==> config.mk <==
export PLATFORM = sky130hd
export DESIGN_NAME = uart_tx_arbiter
export DESIGN_NICKNAME = d
export VERILOG_FILES = /design/src/rtl/uart_pkg.sv /design/src/rtl/rr_arbiter.sv /design/src/rtl/uart_tx_arbiter.sv
export SDC_FILE = /design/constraint.sdc
export NUM_CORES = 1
export LEC_CHECK = 0
export CAP_MARGIN = 20
export CORE_MARGIN = 4
export CORE_UTILIZATION = 53
export DETAILED_ROUTE_END_ITERATION = 12
export PLACE_DENSITY = 0.81
export SETUP_SLACK_MARGIN = 0.2
export SYNTH_ARGS = -nofsm -noshare
export SYNTH_HDL_FRONTEND = slang
export SYNTH_HIERARCHICAL = 1
export SYNTH_SLANG_ARGS = --single-unit
==> constraint.sdc <==
create_clock -name clk_i -period 3.8 [get_ports clk_i]
set_input_delay 0.38 -clock clk_i [delete_from_list [all_inputs] [get_ports clk_i]]
set_output_delay 0.38 -clock clk_i [all_outputs]
set_load 0.05 [all_outputs]
==> src/rtl/uart_pkg.sv <==
// rtl/uart_pkg.sv - shared constants and FSM encoding for the UART transmit arbiter
package uart_pkg;

    localparam int BYTE_W          = 8;
    localparam int TIMEOUT_DEFAULT = 65535;
    localparam int TO_CNT_W        = 16;

    typedef enum logic [2:0] {
        ST_IDLE      = 3'd0,
        ST_LOAD      = 3'd1,
        ST_WAIT_ACT  = 3'd2,
        ST_WAIT_DONE = 3'd3,
        ST_RELEASE   = 3'd4
    } state_e;

endpackage

==> src/rtl/rr_arbiter.sv <==
// rtl/rr_arbiter.sv - combinational round-robin pick starting one past the last grant
module rr_arbiter #(
    parameter int N_REQ = 4,
    parameter int IDX_W = 2
) (
    input  logic [N_REQ-1:0] req_i,
    input  logic [IDX_W-1:0] last_grant_i,
    output logic [N_REQ-1:0] grant_o,
    output logic [IDX_W-1:0] grant_idx_o,
    output logic             valid_o
);

    logic             found;
    logic [IDX_W-1:0] pick;

    function automatic logic [IDX_W-1:0] wrap_idx(input logic [IDX_W-1:0] base, input int offset);
        return IDX_W'((int'(base) + offset) % N_REQ);
    endfunction

    // Offsets 1..N_REQ walk the ring once; the first requesting slot wins.
    always_comb begin
        found = 1'b0;
        pick  = '0;
        for (int k = 1; k <= N_REQ; k++) begin
            if (!found && req_i[wrap_idx(last_grant_i, k)]) begin
                found = 1'b1;
                pick  = wrap_idx(last_grant_i, k);
            end
        end
    end

    always_comb begin
        grant_o = '0;
        if (found) begin
            grant_o[pick] = 1'b1;
        end
    end

    assign grant_idx_o = pick;
    assign valid_o     = found;

endmodule

==> src/rtl/uart_tx_arbiter.sv <==
// rtl/uart_tx_arbiter.sv - shares one UART Tx unit between N_REQ byte requesters
module uart_tx_arbiter
    import uart_pkg::*;
#(
    parameter int N_REQ   = 4,
    parameter int TIMEOUT = TIMEOUT_DEFAULT
) (
    input  logic                      clk_i,
    input  logic                      rst_i,
    input  logic [N_REQ-1:0]          req_i,
    input  logic [BYTE_W*N_REQ-1:0]   req_data_i,
    output logic [N_REQ-1:0]          ack_o,
    output logic [N_REQ-1:0]          done_o,
    output logic                      err_o,
    output logic                      tx_send_o,
    output logic [BYTE_W-1:0]         tx_data_o,
    input  logic                      tx_active_i,
    input  logic                      tx_done_i,
    output logic                      busy_o
);

    localparam int                  IDX_W       = $clog2(N_REQ);
    localparam logic [IDX_W-1:0]    LAST_RESET  = IDX_W'(N_REQ - 1);
    localparam logic [TO_CNT_W:0]   TIMEOUT_EXT = (TO_CNT_W + 1)'(TIMEOUT);
    localparam logic [TO_CNT_W-1:0] CNT_ONE     = TO_CNT_W'(1);

    state_e                state_q, state_d;
    logic [IDX_W-1:0]      last_grant_q, last_grant_d;
    logic [IDX_W-1:0]      win_q, win_d;
    logic [N_REQ-1:0]      ack_q, ack_d;
    logic [N_REQ-1:0]      done_q, done_d;
    logic                  err_q, err_d;
    logic                  tx_send_q, tx_send_d;
    logic [BYTE_W-1:0]     tx_data_q, tx_data_d;
    logic [TO_CNT_W-1:0]   cnt_q, cnt_d;
    logic                  tx_done_prev_q;

    logic [N_REQ-1:0]      arb_grant;
    logic [IDX_W-1:0]      arb_idx;
    logic                  arb_valid;
    logic                  timeout_hit;
    logic                  tx_done_rise;
    logic [N_REQ-1:0]      win_onehot;

    rr_arbiter #(
        .N_REQ (N_REQ),
        .IDX_W (IDX_W)
    ) u_rr_arbiter (
        .req_i        (req_i),
        .last_grant_i (last_grant_q),
        .grant_o      (arb_grant),
        .grant_idx_o  (arb_idx),
        .valid_o      (arb_valid)
    );

    // Fires on the cycle whose increment would bring the counter to TIMEOUT.
    assign timeout_hit  = ({1'b0, cnt_q} + {{TO_CNT_W{1'b0}}, 1'b1}) >= TIMEOUT_EXT;
    assign tx_done_rise = tx_done_i & ~tx_done_prev_q;
    assign win_onehot   = N_REQ'(1) << win_q;

    always_ff @(posedge clk_i) begin
        if (rst_i) begin
            state_q        <= ST_IDLE;
            last_grant_q   <= LAST_RESET;
            win_q          <= '0;
            ack_q          <= '0;
            done_q         <= '0;
            err_q          <= 1'b0;
            tx_send_q      <= 1'b0;
            tx_data_q      <= '0;
            cnt_q          <= '0;
            tx_done_prev_q <= 1'b0;
        end else begin
            state_q        <= state_d;
            last_grant_q   <= last_grant_d;
            win_q          <= win_d;
            ack_q          <= ack_d;
            done_q         <= done_d;
            err_q          <= err_d;
            tx_send_q      <= tx_send_d;
            tx_data_q      <= tx_data_d;
            cnt_q          <= cnt_d;
            tx_done_prev_q <= tx_done_i;
        end
    end

    always_comb begin
        state_d = state_q;
        case (state_q)
            ST_IDLE: begin
                if (arb_valid) begin
                    state_d = ST_LOAD;
                end
            end
            ST_LOAD: begin
                state_d = ST_WAIT_ACT;
            end
            ST_WAIT_ACT: begin
                if (tx_active_i) begin
                    state_d = ST_WAIT_DONE;
                end else if (timeout_hit) begin
                    state_d = ST_RELEASE;
                end
            end
            ST_WAIT_DONE: begin
                if (tx_done_rise || timeout_hit) begin
                    state_d = ST_RELEASE;
                end
            end
            ST_RELEASE: begin
                state_d = ST_IDLE;
            end
            default: begin
                state_d = ST_IDLE;
            end
        endcase
    end

    always_comb begin
        ack_d        = '0;
        done_d       = '0;
        err_d        = 1'b0;
        tx_send_d    = 1'b0;
        tx_data_d    = tx_data_q;
        win_d        = win_q;
        last_grant_d = last_grant_q;
        cnt_d        = cnt_q;

        case (state_q)
            ST_IDLE: begin
                if (arb_valid) begin
                    ack_d     = arb_grant;
                    win_d     = arb_idx;
                    tx_data_d = req_data_i[BYTE_W*int'(arb_idx) +: BYTE_W];
                end
            end
            ST_LOAD: begin
                tx_send_d = 1'b1;
            end
            ST_WAIT_ACT: begin
                if (!tx_active_i && timeout_hit) begin
                    done_d = win_onehot;
                    err_d  = 1'b1;
                end
            end
            ST_WAIT_DONE: begin
                if (tx_done_rise) begin
                    done_d = win_onehot;
                end else if (timeout_hit) begin
                    done_d = win_onehot;
                    err_d  = 1'b1;
                end
            end
            ST_RELEASE: begin
                last_grant_d = win_q;
            end
            default: begin
                last_grant_d = last_grant_q;
            end
        endcase

        // Counter restarts on every state change and saturates while waiting.
        if (state_d != state_q) begin
            cnt_d = '0;
        end else if ((state_q == ST_WAIT_ACT) || (state_q == ST_WAIT_DONE)) begin
            cnt_d = (&cnt_q) ? cnt_q : cnt_q + CNT_ONE;
        end
    end

    assign ack_o     = ack_q;
    assign done_o    = done_q;
    assign err_o     = err_q;
    assign tx_send_o = tx_send_q;
    assign tx_data_o = tx_data_q;
    assign busy_o    = (state_q != ST_IDLE);

endmodule
-- Word-level counts from Yosys, hierarchy flattened
Index checks and enable logic that the tools add are counted.
- register bits: 42
- bits in latches: 0
- memory bits (writable): 0
- bits in read-only memories: 0
- bits of input ports: 40
- output and inout bits: 19
- word-level logic and storage cells: 85
- memories kept: 0
- $add $sub $neg: 6
- multipliers: 0
- div/mod/pow operators: 0
- $lt $le $gt $ge: 7
- equal/unequal tests: 5
- shifts and indexed selects: 2
- mux-type cells: 32
- bitwise gates (word level): 5
- reduce and logical (&&, ||, !) cells: 18
- operators by type and width (operator ; number):
    32-bit by 6-bit variable part select with 8-bit output ; 1
    16-bit by 1-bit adder with 17-bit output, second input constant ; 1
    17-bit by 16-bit greater-or-equal comparator with 1-bit output, second input constant ; 1
    16-bit by 1-bit adder with 16-bit output, second input constant ; 1
    16-bit AND reduction ; 1
    2-bit by 3-bit less-than comparator with 1-bit output, second input constant ; 5
    1-bit two-way mux ; 13
    3-bit two-way mux ; 4
    4-bit two-way mux ; 3
    3-bit case mux with 4 select lines ; 1
    1-bit binary-select mux with 2-bit select ; 4
    2-bit two-way mux ; 4
    4-bit case mux with 2 select lines ; 1
    3-bit by 2-bit equality test with 1-bit output, second input constant ; 2
    1-bit logical AND ; 5
    2-bit by 1-bit adder with 2-bit output, second input constant ; 2
    2-bit adder, second input constant ; 2
    1-bit zero test ; 4
    1-bit inverter ; 4
    2-bit AND reduction ; 2
    1-bit by 2-bit << shifter with 4-bit output, first input constant ; 1
    3-bit by 1-bit equality test with 1-bit output, second input constant ; 1
    3-bit equality test, second input constant ; 1
    3-bit zero test ; 1
    9 further kinds ; 10

-- Longest topological paths before layout
- depth after elaboration: 17
- mapped depth: 10
- gate-level depth less buffers: 8

-- Hierarchy
The synthesis kept the hierarchy.
- by module, submodules not included (module ; times used ; cells each ; area an instance (um^2)):
    uart_tx_arbiter ; 1 ; 245 ; 2152.1
    rr_arbiter ; 1 ; 34 ; 222.7

-- Least setup slack after synthesis
No wires, ideal clock.
- path kind: register to register
- start: reg cnt_q[1]
- end: reg cnt_q[12]
- setup time: 0.116 ns
- data arrival time: 2.139 ns
- slack: 1.546 ns
- cell stages (with the launch flop): 10
- buffers on the path: 2
- cells stage by stage: dfxtp_1 ha_1 buf_4 nand4_2 or4_1 a22oi_2 o2111ai_4 a21oi_4 buf_6 nor2_1
- longest elaborated chain between the ends: 7
- ends and longest elaborated chain (element ; RTL line ; RTL):
    start: declaration ; uart_tx_arbiter.sv:35 ; logic [TO_CNT_W-1:0] cnt_q, cnt_d;
    start signal: assignment ; uart_tx_arbiter.sv:82 ; cnt_q <= cnt_d;
    16-bit by 1-bit adder with 17-bit output ; uart_tx_arbiter.sv:57 ; assign timeout_hit = ({1'b0, cnt_q} + {{TO_CNT_W{1'b0}}, 1'b1}) >= TIMEOUT_EXT;
    17-bit by 16-bit greater-or-equal comparator with 1-bit output ; uart_tx_arbiter.sv:57 ;
    3-bit two-way mux / 1-bit logical OR (equally long branches) ; uart_tx_arbiter.sv:101, uart_tx_arbiter.sv:106 ;
    3-bit two-way mux, on equally long branches ; uart_tx_arbiter.sv:99, uart_tx_arbiter.sv:106 ;
    3-bit case mux with 4 select lines ; uart_tx_arbiter.sv:89 ; case (state_q)
    3-bit != test ; uart_tx_arbiter.sv:163 ; if (state_d != state_q) begin
    2-bit OR reduction (no line) ; -- ;
Parallel ways exist; a longest one is shown, timed or not.
A chain may end at the register's enable or synchronous reset.

-- Final worst setup path
- start: reg cnt_q[0]
- end: reg cnt_q[11]
The elaborated chain is that of the path after synthesis.

==> qor.yml <==
status: "finished clean"
yosys.area.top_type_share: 0.354
cts_buffer_depth: 2
dp_hpwl_mm: 4.22
post_cts_resized: 0
syn_inst: 279
power_uw: 1050
cp.arrival_ns: 2.85
p_int_uw: 757
p_sw_frac: 0.280
yosys_warnings: 6
synthDistinctLibCells: 60
async_flop_share: 0
cp_top_family: "compound AO/OA/AOI/OAI gates"
diodes: 0
p_clk_frac: 0.328
crit_path_max_fanout: 16
drc: 0
nNetsFinal: 369
seq_area_frac_synth: 0.354
cts_tree: "yes"
first_pass_iters: 4
slew_viol_final: 0
endpoint_kind: "flip-flop"
syn-num-nets: 321
p_sw_uw: 295
num_vias: 2157
power_frac_seq: 0.450
die_h_um: 74.9
skew_ns: 0.00647
yosys.area.top_type: "dfxtp_1"
ys.flop_type: "dfxtp_1"
drive_above_1_share: 0.0884
synth_edf_count: 0
holdBufCountCts: 0
track_usage: 0.211
pwr_density_cell_mw_per_mm2: 348
comb_power_share: 0.222
ys_ff_latch: 42
dieArea_mm2: 0.00562
fp.coreArea_mm2: 0.00435
area_delta_synth_final_pct: 27.3
synth.top_cells.by_area: "dfxtp_1 (35%), mux4_2 (7.6%), nand2_1 (5.8%)"
postSynthAreaPerCell_um2: 8.51
ant_nets: 0
path_buf_inv: 0
io_pins: 59
via_per_inst: 5.68
syn_area_mm2: 0.00237
overflow: 0
tns_ns: 0
setup_viol_count_final: 0
grt_pass1_wl_mm: 8.97
period_share: 0.706
cts_sinks: 42
htree_levels: 2
fin_crit_ns: 2.68
hold_viol: 0
wl_per_cell_um: 14.4
slew_headroom: 0.570
cp_cell_sequence: "ha_1 -> nand4_2 -> or4_1 -> a22oi_2 -> o2111ai_4 -> a21oi_4 -> nor2_1"
synth_commonest_cells: "dfxtp_1 (42), nand2_1 (37), nor2_1 (32)"
worst_path_max_delay_cell: "or4_1"
cts_buffers: 5
rsz0062_at_grt: "no"
place_congestion: 0.869
tightest_slew_ns: 0.639
yosys.cell_count.top_type: "dfxtp_1"
cts_setup_buffers: 0
rows: 24
start_util: 0.545
start_kind: "flip-flop"
cts.clk_slew.worst_paths_ns: 0.08
critPathKind: "flip-flop to flip-flop"
insertion_delay_ns: 0.29
dr.first_iter.drc_count: 143
die_x_um: 74.9
critical-path-max-stage-delay_ns: 0.52
root_buffer: "clkbuf_8"
antenna_found_initial: 0
fmax_ghz: 0.373
min_path_type: "flip-flop to flip-flop"
port_buffers: 58
max_cap_violations: 0
wl_mm: 5.49
cp.required_ns: 3.97
ir_drop_uv: 184
first_global_vias: 2060
leakagePower_uw: 0.00109
grt_max_degree: 17
layer usage:
layer / GRT usage / part of all wire / vias to the layer above
li1: - / - / 1073
met1: 0.267 / 0.43 / 998
met2: 0.328 / 0.46 / 75
met3: 0.0788 / 0.095 / 11
met4: 0.0810 / 0.018 / 0
met5: 0 / 0 / -
cell families (layout without fill, tap and decap cells):
family | after synthesis | after routing | synth area share
AOI/OAI and AO/OA | 51 | 51 | 0.154
xor gates and xnor gates | 14 | 14 | 0.0516
adders and majority gates | 2 | 2 | 0.0105
buffers and inverters | 30 | 79 | 0.0685
DFF | 42 | 42 | 0.354
muxes | 9 | 9 | 0.0801
and+or+nand+nor | 131 | 131 | 0.281
tightest hold or removal path, stage by stage (launching register included):
cell and delay (ns):
dfxtp_1 0.31, nand2_1 0.05, a21oi_1 0.06
cells in the final DEF, fill, tap and decap left out, types with 6 or more instances in the layout:
cell type | synthesis | routed
clkdlybuf4s50_1 | 0 | 58
dfxtp_1 | 42 | 42
nand2_1 | 37 | 37
nor2_1 | 32 | 32
a21oi_1 | 17 | 17
inv_1 | 11 | 11
and3_1 | 10 | 10
xnor2_1 | 10 | 10
mux4_2 | 8 | 8
nand3_1 | 8 | 8
nor3_1 | 7 | 7
o21ai_0 | 6 | 6
worst paths after layout:
kind | slack (ns) | cells after the start | to | from
worst max-delay path | 1.12 | 7 | cnt_q[11] | cnt_q[0]
worst min-delay path | 0.47 | 2 | tx_data_o[4] | tx_data_o[4]
worst max register to register | 1.12 | 7 | cnt_q[11] | cnt_q[0]
worst min register to register | 0.47 | 2 | tx_data_o[4] | tx_data_o[4]
through the flow:
| step | hold slack, ns | setup WS, ns | util | cell area [µm²] | instances |
|---|---|---|---|---|---|
| CTS | 0.468 | 1.09 | 0.694 | 3020 | 380 |
| global route | 0.493 | 0.878 | 0.694 | 3020 | 380 |
| detailed placement | 0.456 | 1.11 | 0.669 | 2910 | 372 |
| floorplan | 0.452 | 1.55 | - | 2370 | 279 |
| finish | 0.467 | 1.12 | 0.694 | 3020 | 380 |
| global placement | 0.441 | 1.20 | 0.669 | 2910 | 372 |
final cells by class:
type / instances / area, µm²
timing repair buffer: 60 / 596
multi-input combinational: 207 / 1370
inverter: 11 / 41.3
sequential: 42 / 841
clock inverter: 3 / 40.0
tap: 52 / 65.1
fill: 368 / 1330
clock buffer: 5 / 68.8
state kept, by name, summed over array words and instances, names as in the netlist:
signal and count:
cnt_q 16, tx_data_o 8, ack_o 4, done_o 4, state_q 3, last_grant_q 2, win_q 2, err_o 1
tx_done_prev_q 1, tx_send_o 1
power by group through the flow:
| stage | sequential [µW] | combinational [µW] | clock, µW |
|---|---|---|---|
| 3_5_place_dp | 484 | 234 | 0 |
| 4_1_cts | 473 | 235 | 357 |
| 5_1_grt | 476 | 252 | 370 |
| 3_3_place_gp | 482 | 232 | 0 |
| 2_1_floorplan | 522 | 108 | 0 |
| 6_report | 473 | 233 | 346 |
(Power assumes the default switching activity.)
